## config.mk

```make
export PLATFORM = sky130hd
export DESIGN_NAME = block_completion_tracker
export DESIGN_NICKNAME = d
export VERILOG_FILES = /design/src/rtl/block_completion_tracker.sv
export SDC_FILE = /design/constraint.sdc
export NUM_CORES = 2
export LEC_CHECK = 0
export CAP_MARGIN = 10
export CORE_ASPECT_RATIO = 0.75
export CORE_UTILIZATION = 40
export DETAILED_ROUTE_END_ITERATION = 10
export DONT_BUFFER_PORTS = 1
export PLACE_DENSITY = 0.51
export SLEW_MARGIN = 20
export SYNTH_ARGS = -nofsm -noshare
export SYNTH_HDL_FRONTEND = slang
export SYNTH_SLANG_ARGS = --single-unit
```

## constraint.sdc

```tcl
create_clock -name clk -period 6.53 [get_ports clk]
set_clock_uncertainty 0.05 [all_clocks]
set_input_delay 0 -clock clk [delete_from_list [all_inputs] [get_ports clk]]
set_output_delay 0 -clock clk [all_outputs]
set_load 0.02 [all_outputs]
```

## src/rtl/block_completion_tracker.sv

```systemverilog
// Tracks register writes, stores and the branch of every in-flight block frame,
// releasing completed frames oldest-first and discarding frames on a speculative flush.
module block_completion_tracker #(
  parameter int unsigned NUM_FRAMES = 8,
  parameter int unsigned FRAME_W    = $clog2(NUM_FRAMES),
  parameter int unsigned LSID_W     = 5
) (
  input  logic                  clk,
  input  logic                  rst_n,
  input  logic                  alloc_valid_i,
  output logic                  alloc_ready_o,
  output logic [FRAME_W-1:0]    alloc_frame_o,
  input  logic [2**LSID_W-1:0]  alloc_store_mask_i,
  input  logic [4:0]            alloc_num_reg_writes_i,
  input  logic                  wr_valid_i,
  input  logic [FRAME_W-1:0]    wr_frame_i,
  input  logic                  st_valid_i,
  input  logic [FRAME_W-1:0]    st_frame_i,
  input  logic [LSID_W-1:0]     st_lsid_i,
  input  logic                  br_valid_i,
  input  logic [FRAME_W-1:0]    br_frame_i,
  input  logic [4:0]            br_exit_id_i,
  input  logic                  flush_valid_i,
  input  logic [FRAME_W-1:0]    flush_frame_i,
  output logic                  commit_valid_o,
  input  logic                  commit_ready_i,
  output logic [FRAME_W-1:0]    commit_frame_o,
  output logic [4:0]            commit_exit_id_o,
  output logic                  protocol_error_o,
  output logic [NUM_FRAMES-1:0] frames_busy_o
);

  localparam int unsigned MaskW = 2 ** LSID_W;
  localparam int unsigned CntW  = FRAME_W + 1;

  logic [NUM_FRAMES-1:0] valid_q, valid_d;
  logic [NUM_FRAMES-1:0] br_seen_q, br_seen_d;
  logic [MaskW-1:0]      store_mask_q [NUM_FRAMES];
  logic [MaskW-1:0]      store_mask_d [NUM_FRAMES];
  logic [MaskW-1:0]      seen_mask_q  [NUM_FRAMES];
  logic [MaskW-1:0]      seen_mask_d  [NUM_FRAMES];
  logic [4:0]            need_wr_q    [NUM_FRAMES];
  logic [4:0]            need_wr_d    [NUM_FRAMES];
  logic [4:0]            wr_cnt_q     [NUM_FRAMES];
  logic [4:0]            wr_cnt_d     [NUM_FRAMES];
  logic [4:0]            exit_id_q    [NUM_FRAMES];
  logic [4:0]            exit_id_d    [NUM_FRAMES];

  logic [FRAME_W-1:0] head_q, head_d, tail_q, tail_d;
  logic [CntW-1:0]    count_q, count_d;
  logic               error_q, error_d;

  logic [NUM_FRAMES-1:0] complete;
  logic [NUM_FRAMES-1:0] discard;
  logic [FRAME_W-1:0]    flush_dist;
  logic                  flush_hit;
  logic                  alloc_fire;
  logic                  commit_fire;

  always_comb begin
    complete = '0;
    for (int i = 0; i < NUM_FRAMES; i++) begin
      complete[i] = (wr_cnt_q[i] == need_wr_q[i]) && (seen_mask_q[i] == store_mask_q[i]) &&
                    br_seen_q[i];
    end
  end

  // Valid frames are contiguous from head, so ring distance from head orders them by age.
  always_comb begin
    flush_hit  = flush_valid_i && valid_q[flush_frame_i];
    flush_dist = flush_frame_i - head_q;
    discard    = '0;
    for (int i = 0; i < NUM_FRAMES; i++) begin
      discard[i] = flush_hit && valid_q[i] &&
                   ((FRAME_W'(i) - head_q) >= flush_dist);
    end
  end

  assign alloc_ready_o    = (count_q != CntW'(NUM_FRAMES)) && !flush_valid_i;
  assign alloc_frame_o    = tail_q;
  assign commit_valid_o   = valid_q[head_q] && complete[head_q];
  assign commit_frame_o   = head_q;
  assign commit_exit_id_o = exit_id_q[head_q];
  assign protocol_error_o = error_q;
  assign frames_busy_o    = valid_q;

  assign alloc_fire  = alloc_valid_i && alloc_ready_o;
  assign commit_fire = commit_valid_o && commit_ready_i &&
                       !(flush_hit && (flush_frame_i == head_q));

  always_comb begin
    valid_d      = valid_q;
    br_seen_d    = br_seen_q;
    store_mask_d = store_mask_q;
    seen_mask_d  = seen_mask_q;
    need_wr_d    = need_wr_q;
    wr_cnt_d     = wr_cnt_q;
    exit_id_d    = exit_id_q;
    head_d       = head_q;
    tail_d       = tail_q;
    count_d      = count_q;
    error_d      = 1'b0;

    if (flush_valid_i && !flush_hit) error_d = 1'b1;

    if (wr_valid_i) begin
      if (!valid_q[wr_frame_i]) begin
        error_d = 1'b1;
      end else if (!discard[wr_frame_i]) begin
        if (wr_cnt_q[wr_frame_i] == need_wr_q[wr_frame_i]) error_d = 1'b1;
        else wr_cnt_d[wr_frame_i] = wr_cnt_q[wr_frame_i] + 5'd1;
      end
    end

    if (st_valid_i) begin
      if (!valid_q[st_frame_i]) begin
        error_d = 1'b1;
      end else if (!discard[st_frame_i]) begin
        if (seen_mask_q[st_frame_i][st_lsid_i] || !store_mask_q[st_frame_i][st_lsid_i]) begin
          error_d = 1'b1;
        end else begin
          seen_mask_d[st_frame_i][st_lsid_i] = 1'b1;
        end
      end
    end

    if (br_valid_i) begin
      if (!valid_q[br_frame_i]) begin
        error_d = 1'b1;
      end else if (!discard[br_frame_i]) begin
        if (br_seen_q[br_frame_i]) begin
          error_d = 1'b1;
        end else begin
          br_seen_d[br_frame_i] = 1'b1;
          exit_id_d[br_frame_i] = br_exit_id_i;
        end
      end
    end

    if (commit_fire) begin
      valid_d[head_q] = 1'b0;
      head_d          = head_q + FRAME_W'(1);
    end

    if (flush_hit) begin
      valid_d = valid_d & ~discard;
      tail_d  = flush_frame_i;
      count_d = {1'b0, flush_dist} - CntW'(commit_fire);
    end else begin
      tail_d  = tail_q + FRAME_W'(alloc_fire);
      count_d = count_q + CntW'(alloc_fire) - CntW'(commit_fire);
    end

    // Allocation is last so it overrides any (erroneous) event to the still-invalid tail frame.
    if (alloc_fire) begin
      valid_d[tail_q]      = 1'b1;
      store_mask_d[tail_q] = alloc_store_mask_i;
      need_wr_d[tail_q]    = alloc_num_reg_writes_i;
      seen_mask_d[tail_q]  = '0;
      wr_cnt_d[tail_q]     = '0;
      br_seen_d[tail_q]    = 1'b0;
      exit_id_d[tail_q]    = '0;
    end
  end

  always_ff @(posedge clk or negedge rst_n) begin
    if (!rst_n) begin
      valid_q   <= '0;
      br_seen_q <= '0;
      head_q    <= '0;
      tail_q    <= '0;
      count_q   <= '0;
      error_q   <= 1'b0;
      for (int i = 0; i < NUM_FRAMES; i++) begin
        store_mask_q[i] <= '0;
        seen_mask_q[i]  <= '0;
        need_wr_q[i]    <= '0;
        wr_cnt_q[i]     <= '0;
        exit_id_q[i]    <= '0;
      end
    end else begin
      valid_q      <= valid_d;
      br_seen_q    <= br_seen_d;
      head_q       <= head_d;
      tail_q       <= tail_d;
      count_q      <= count_d;
      error_q      <= error_d;
      store_mask_q <= store_mask_d;
      seen_mask_q  <= seen_mask_d;
      need_wr_q    <= need_wr_d;
      wr_cnt_q     <= wr_cnt_d;
      exit_id_q    <= exit_id_d;
    end
  end

endmodule

```

==> flow_summary.json <==
{
  "synth_edf_count": 0,
  "clk_latency_ns": 0.70,
  "synthArstFlopShare_pct": 100.0,
  "io_pins": 89,
  "finalMaxSlewViolations": 95,
  "crit_family": "buffers and inverters",
  "overflow": 0,
  "synth_top_area_share_pct": 42.42,
  "cp_data_required_time_ns": 7.12,
  "tightest_slew_ns": 1.927,
  "synthToLayoutAreaGrowth_pct": 11.08,
  "io_buffers": 0,
  "wl_per_cell_um": 37.88,
  "htreeDepth": 3,
  "crit_arrival_ns": 6.48,
  "synthesis.area_um2": 38870,
  "rr_worst_depth": 16,
  "status": "finished, violations left",
  "num_vias": 36550,
  "drtIter0Drc": 5864,
  "synthTopCellsByArea": "dfrtp_1 (42%), nand2_1 (13%), o21ai_2 (5.3%)",
  "grt_usage_pct": 43.27,
  "hpwlAfterDp_um": 151300,
  "vias_per_cell": 6.412,
  "dp_slack_ns": 1.557,
  "fmax_mhz": 169.7,
  "synth.avg_cell_area_um2": 8.776,
  "antenna_found_initial": 18,
  "p_leak_nw": 18.73,
  "cts_tree": "done",
  "postCtsSetupBuffers": 0,
  "critPathMaxFanout": 7,
  "period_needed_ns": 5.893,
  "start_util_pct": 40.59,
  "rsz0062_at_grt": "no",
  "crit_buf_inv": 4,
  "max_stage_delay_ns": 0.62,
  "ys_ff_latch": 659,
  "synth.most_common_cell": "nand2_1",
  "core_um2": 95760,
  "grt_pass1_wl_um": 293900,
  "relSlewSlack_pct": -28.47,
  "critical_path.endpoint": "exit_id_q[17]$_DFF_PN0_",
  "synthFlopType": "dfrtp_1",
  "setup_slack_ns": 0.6373,
  "cpMaxStageDelayCell": "o41ai_1",
  "r2r_start": "commit_frame_o[0]$_DFFE_PN0N_",
  "reg2reg_slack_ns": 0.64,
  "nets": 4434,
  "clk_pin_slew_worst_paths_ns": 0.06,
  "setup_violations": 0,
  "ys_warn_count": 0,
  "path_cells": "ha_1 > inv_1 > fa_1 > xor2_1 > inv_1 > ha_1 > o41ai_1 > o221a_2 > a211o_1 > a41oi_1 > or2_1 > nor4_2 > nand3_1 > dlygate4sd3_1 > o21ai_0 > dlygate4sd3_1",
  "yosys.cell_types.count": 97,
  "vdd_ir_drop_max_mv": 0.2495,
  "finalHoldViolations": 0,
  "syn_nets": 4526,
  "grt_max_degree": 660,
  "setup_tns_ns": 0,
  "fillers": 9335,
  "worst_setup_path_start_kind": "flip-flop",
  "rows": 98,
  "r2r_end": "exit_id_q[17]$_DFF_PN0_",
  "drc": 0,
  "drv_cap": 0,
  "cts.sinks": 659,
  "violations": "max-slew violations",
  "cts_buffers": 76,
  "crit_cells": 16,
  "ant_nets": 0,
  "drive_above_1_share_pct": 13.11,
  "critPathCaptureType": "flip-flop",
  "path_class": "reg -> reg",
  "drt_pass1_iterations": 6,
  "ctsRootBufferMaster": "clkbuf_16",
  "hp-class": "in -> async",
  "wl_um": 215900,
  "die_w_um": 362.0,
  "grt_pass1_vias": 33420,
  "crit_start": "commit_frame_o[0]$_DFFE_PN0N_",
  "die_h_um": 272.0,
  "yosys.area.top_type": "dfrtp_1",
  "synthCells": 4429,
  "fp.dieArea_um2": 98440,
  "synth_common_cells": "nand2_1 (1392), dfrtp_1 (659), o21ai_2 (235)",
  "gp_congestion": 1.085,
  "synth-seq-area-share_pct": 42.42,
  "clock_path_buffers": 3,
  "min_period_over_period_pct": 90.24,
  "cellPowerDensity_nw_per_um2": 413.5
}
cell usage in the layout (no fill, tap or decap), types with 76 or more instances in the layout:
cell type,instances
nand2_1,1391
dfrtp_1,658
o21ai_2,235
nand3_1,198
xnor2_1,167
nor2_1,154
mux2i_1,142
xor2_1,132
o21ai_0,106
nand4_1,87
buf_4,83
a221oi_1,82
dlygate4sd3_1,82
nor4_1,78
clkbuf_16,76
where the power goes:
| group | switching, W | total, W | internal [W] |
|---|---|---|---|
| clock | 0.00200 | 0.00449 | 0.00248 |
| sequential | 0.00157 | 0.00675 | 0.00518 |
| combinational | 0.00471 | 0.00662 | 0.00191 |
| total | 0.00828 | 0.0179 | 0.00957 |
tightest hold or removal path, delay by kind of cell:
kind,cells,cell delay (ns)
buffers and inverters,3,1.21
layer usage:
| metal | share of wire, % | up-vias | global-route usage (%) |
|---|---|---|---|
| li1 | - | 15130 | - |
| met1 | 44 | 18550 | 63.99 |
| met2 | 38 | 2495 | 56.50 |
| met3 | 14 | 358 | 16.43 |
| met4 | 3.8 | 16 | 14.94 |
| met5 | 0.052 | - | 0 |
through the flow:
stage	cell area (um2)	utilization, %	std cells	hold slack, ns	total power, W
floorplan	38870	-	4429	-0.3456	0.009649
global placement	39570	41.32	5470	-0.3252	0.01278
detailed placement	39580	41.33	5470	-0.3151	0.01275
CTS	42950	44.85	5686	-1.063	0.01733
global route	43160	45.07	5694	0.04888	0.01826
finish	43180	45.09	5700	0.03580	0.01785
sequential cells by signal (all words and copies together), names as in the netlist:
name	count
exit_id_q	40
commit_frame_o	3
br_seen_q	8
frames_busy_o	8
seen_mask_q	256
store_mask_q	256
alloc_frame_o	3
protocol_error_o	1
count_q	4
need_wr_q	40
wr_cnt_q	40
worst min path at each step:
| stage | startpoint | to | cells past startpoint |
|---|---|---|---|
| 6_report | rst_n | seen_mask_q[102]$_DFF_PN0_ | 3 |
| 5_1_grt | flush_valid_i | alloc_ready_o | 1 |
| 4_1_cts | rst_n | alloc_frame_o[1]$_DFF_PN0_ | 0 |
| 3_5_place_dp | rst_n | alloc_frame_o[1]$_DFF_PN0_ | 0 |
| 3_3_place_gp | rst_n | alloc_frame_o[2]$_DFF_PN0_ | 0 |
| 2_1_floorplan | rst_n | alloc_frame_o[0]$_DFF_PN0_ | 0 |
cells by family (layout without fill, tap and decap cells):
family          after synthesis  after routing  share of synthesized area [%]
buf+inv                     390            354                          5.227
simple gates               2147           2147                          24.27
other cells                   0              7                              0
fa+ha+maj                    31             31                          1.030
mux                         198            198                          6.389
compound gates              701            701                          13.83
flops                       659            659                          42.42
xor+xnor                    303            303                          6.827
timing repair:
item | 4_1_cts | 5_1_grt
endpoints found under the hold margin | 1212 | 520
resized for setup | 0 | 0
hold buffers | 82 | 3
layout make-up:
class                      count  area [um2]  area share [%]
clock buffer                 107        2178           5.045
inverter                      43       161.4          0.3738
timing repair buffer         177        1729           4.005
clock inverter                27       365.4          0.8462
sequential                   659       16490           38.20
multi-input combinational   3380       20610           47.73
antenna                        7       17.52         0.04057
tap                         1300        1627           3.767
(Power assumes the default switching activity.)
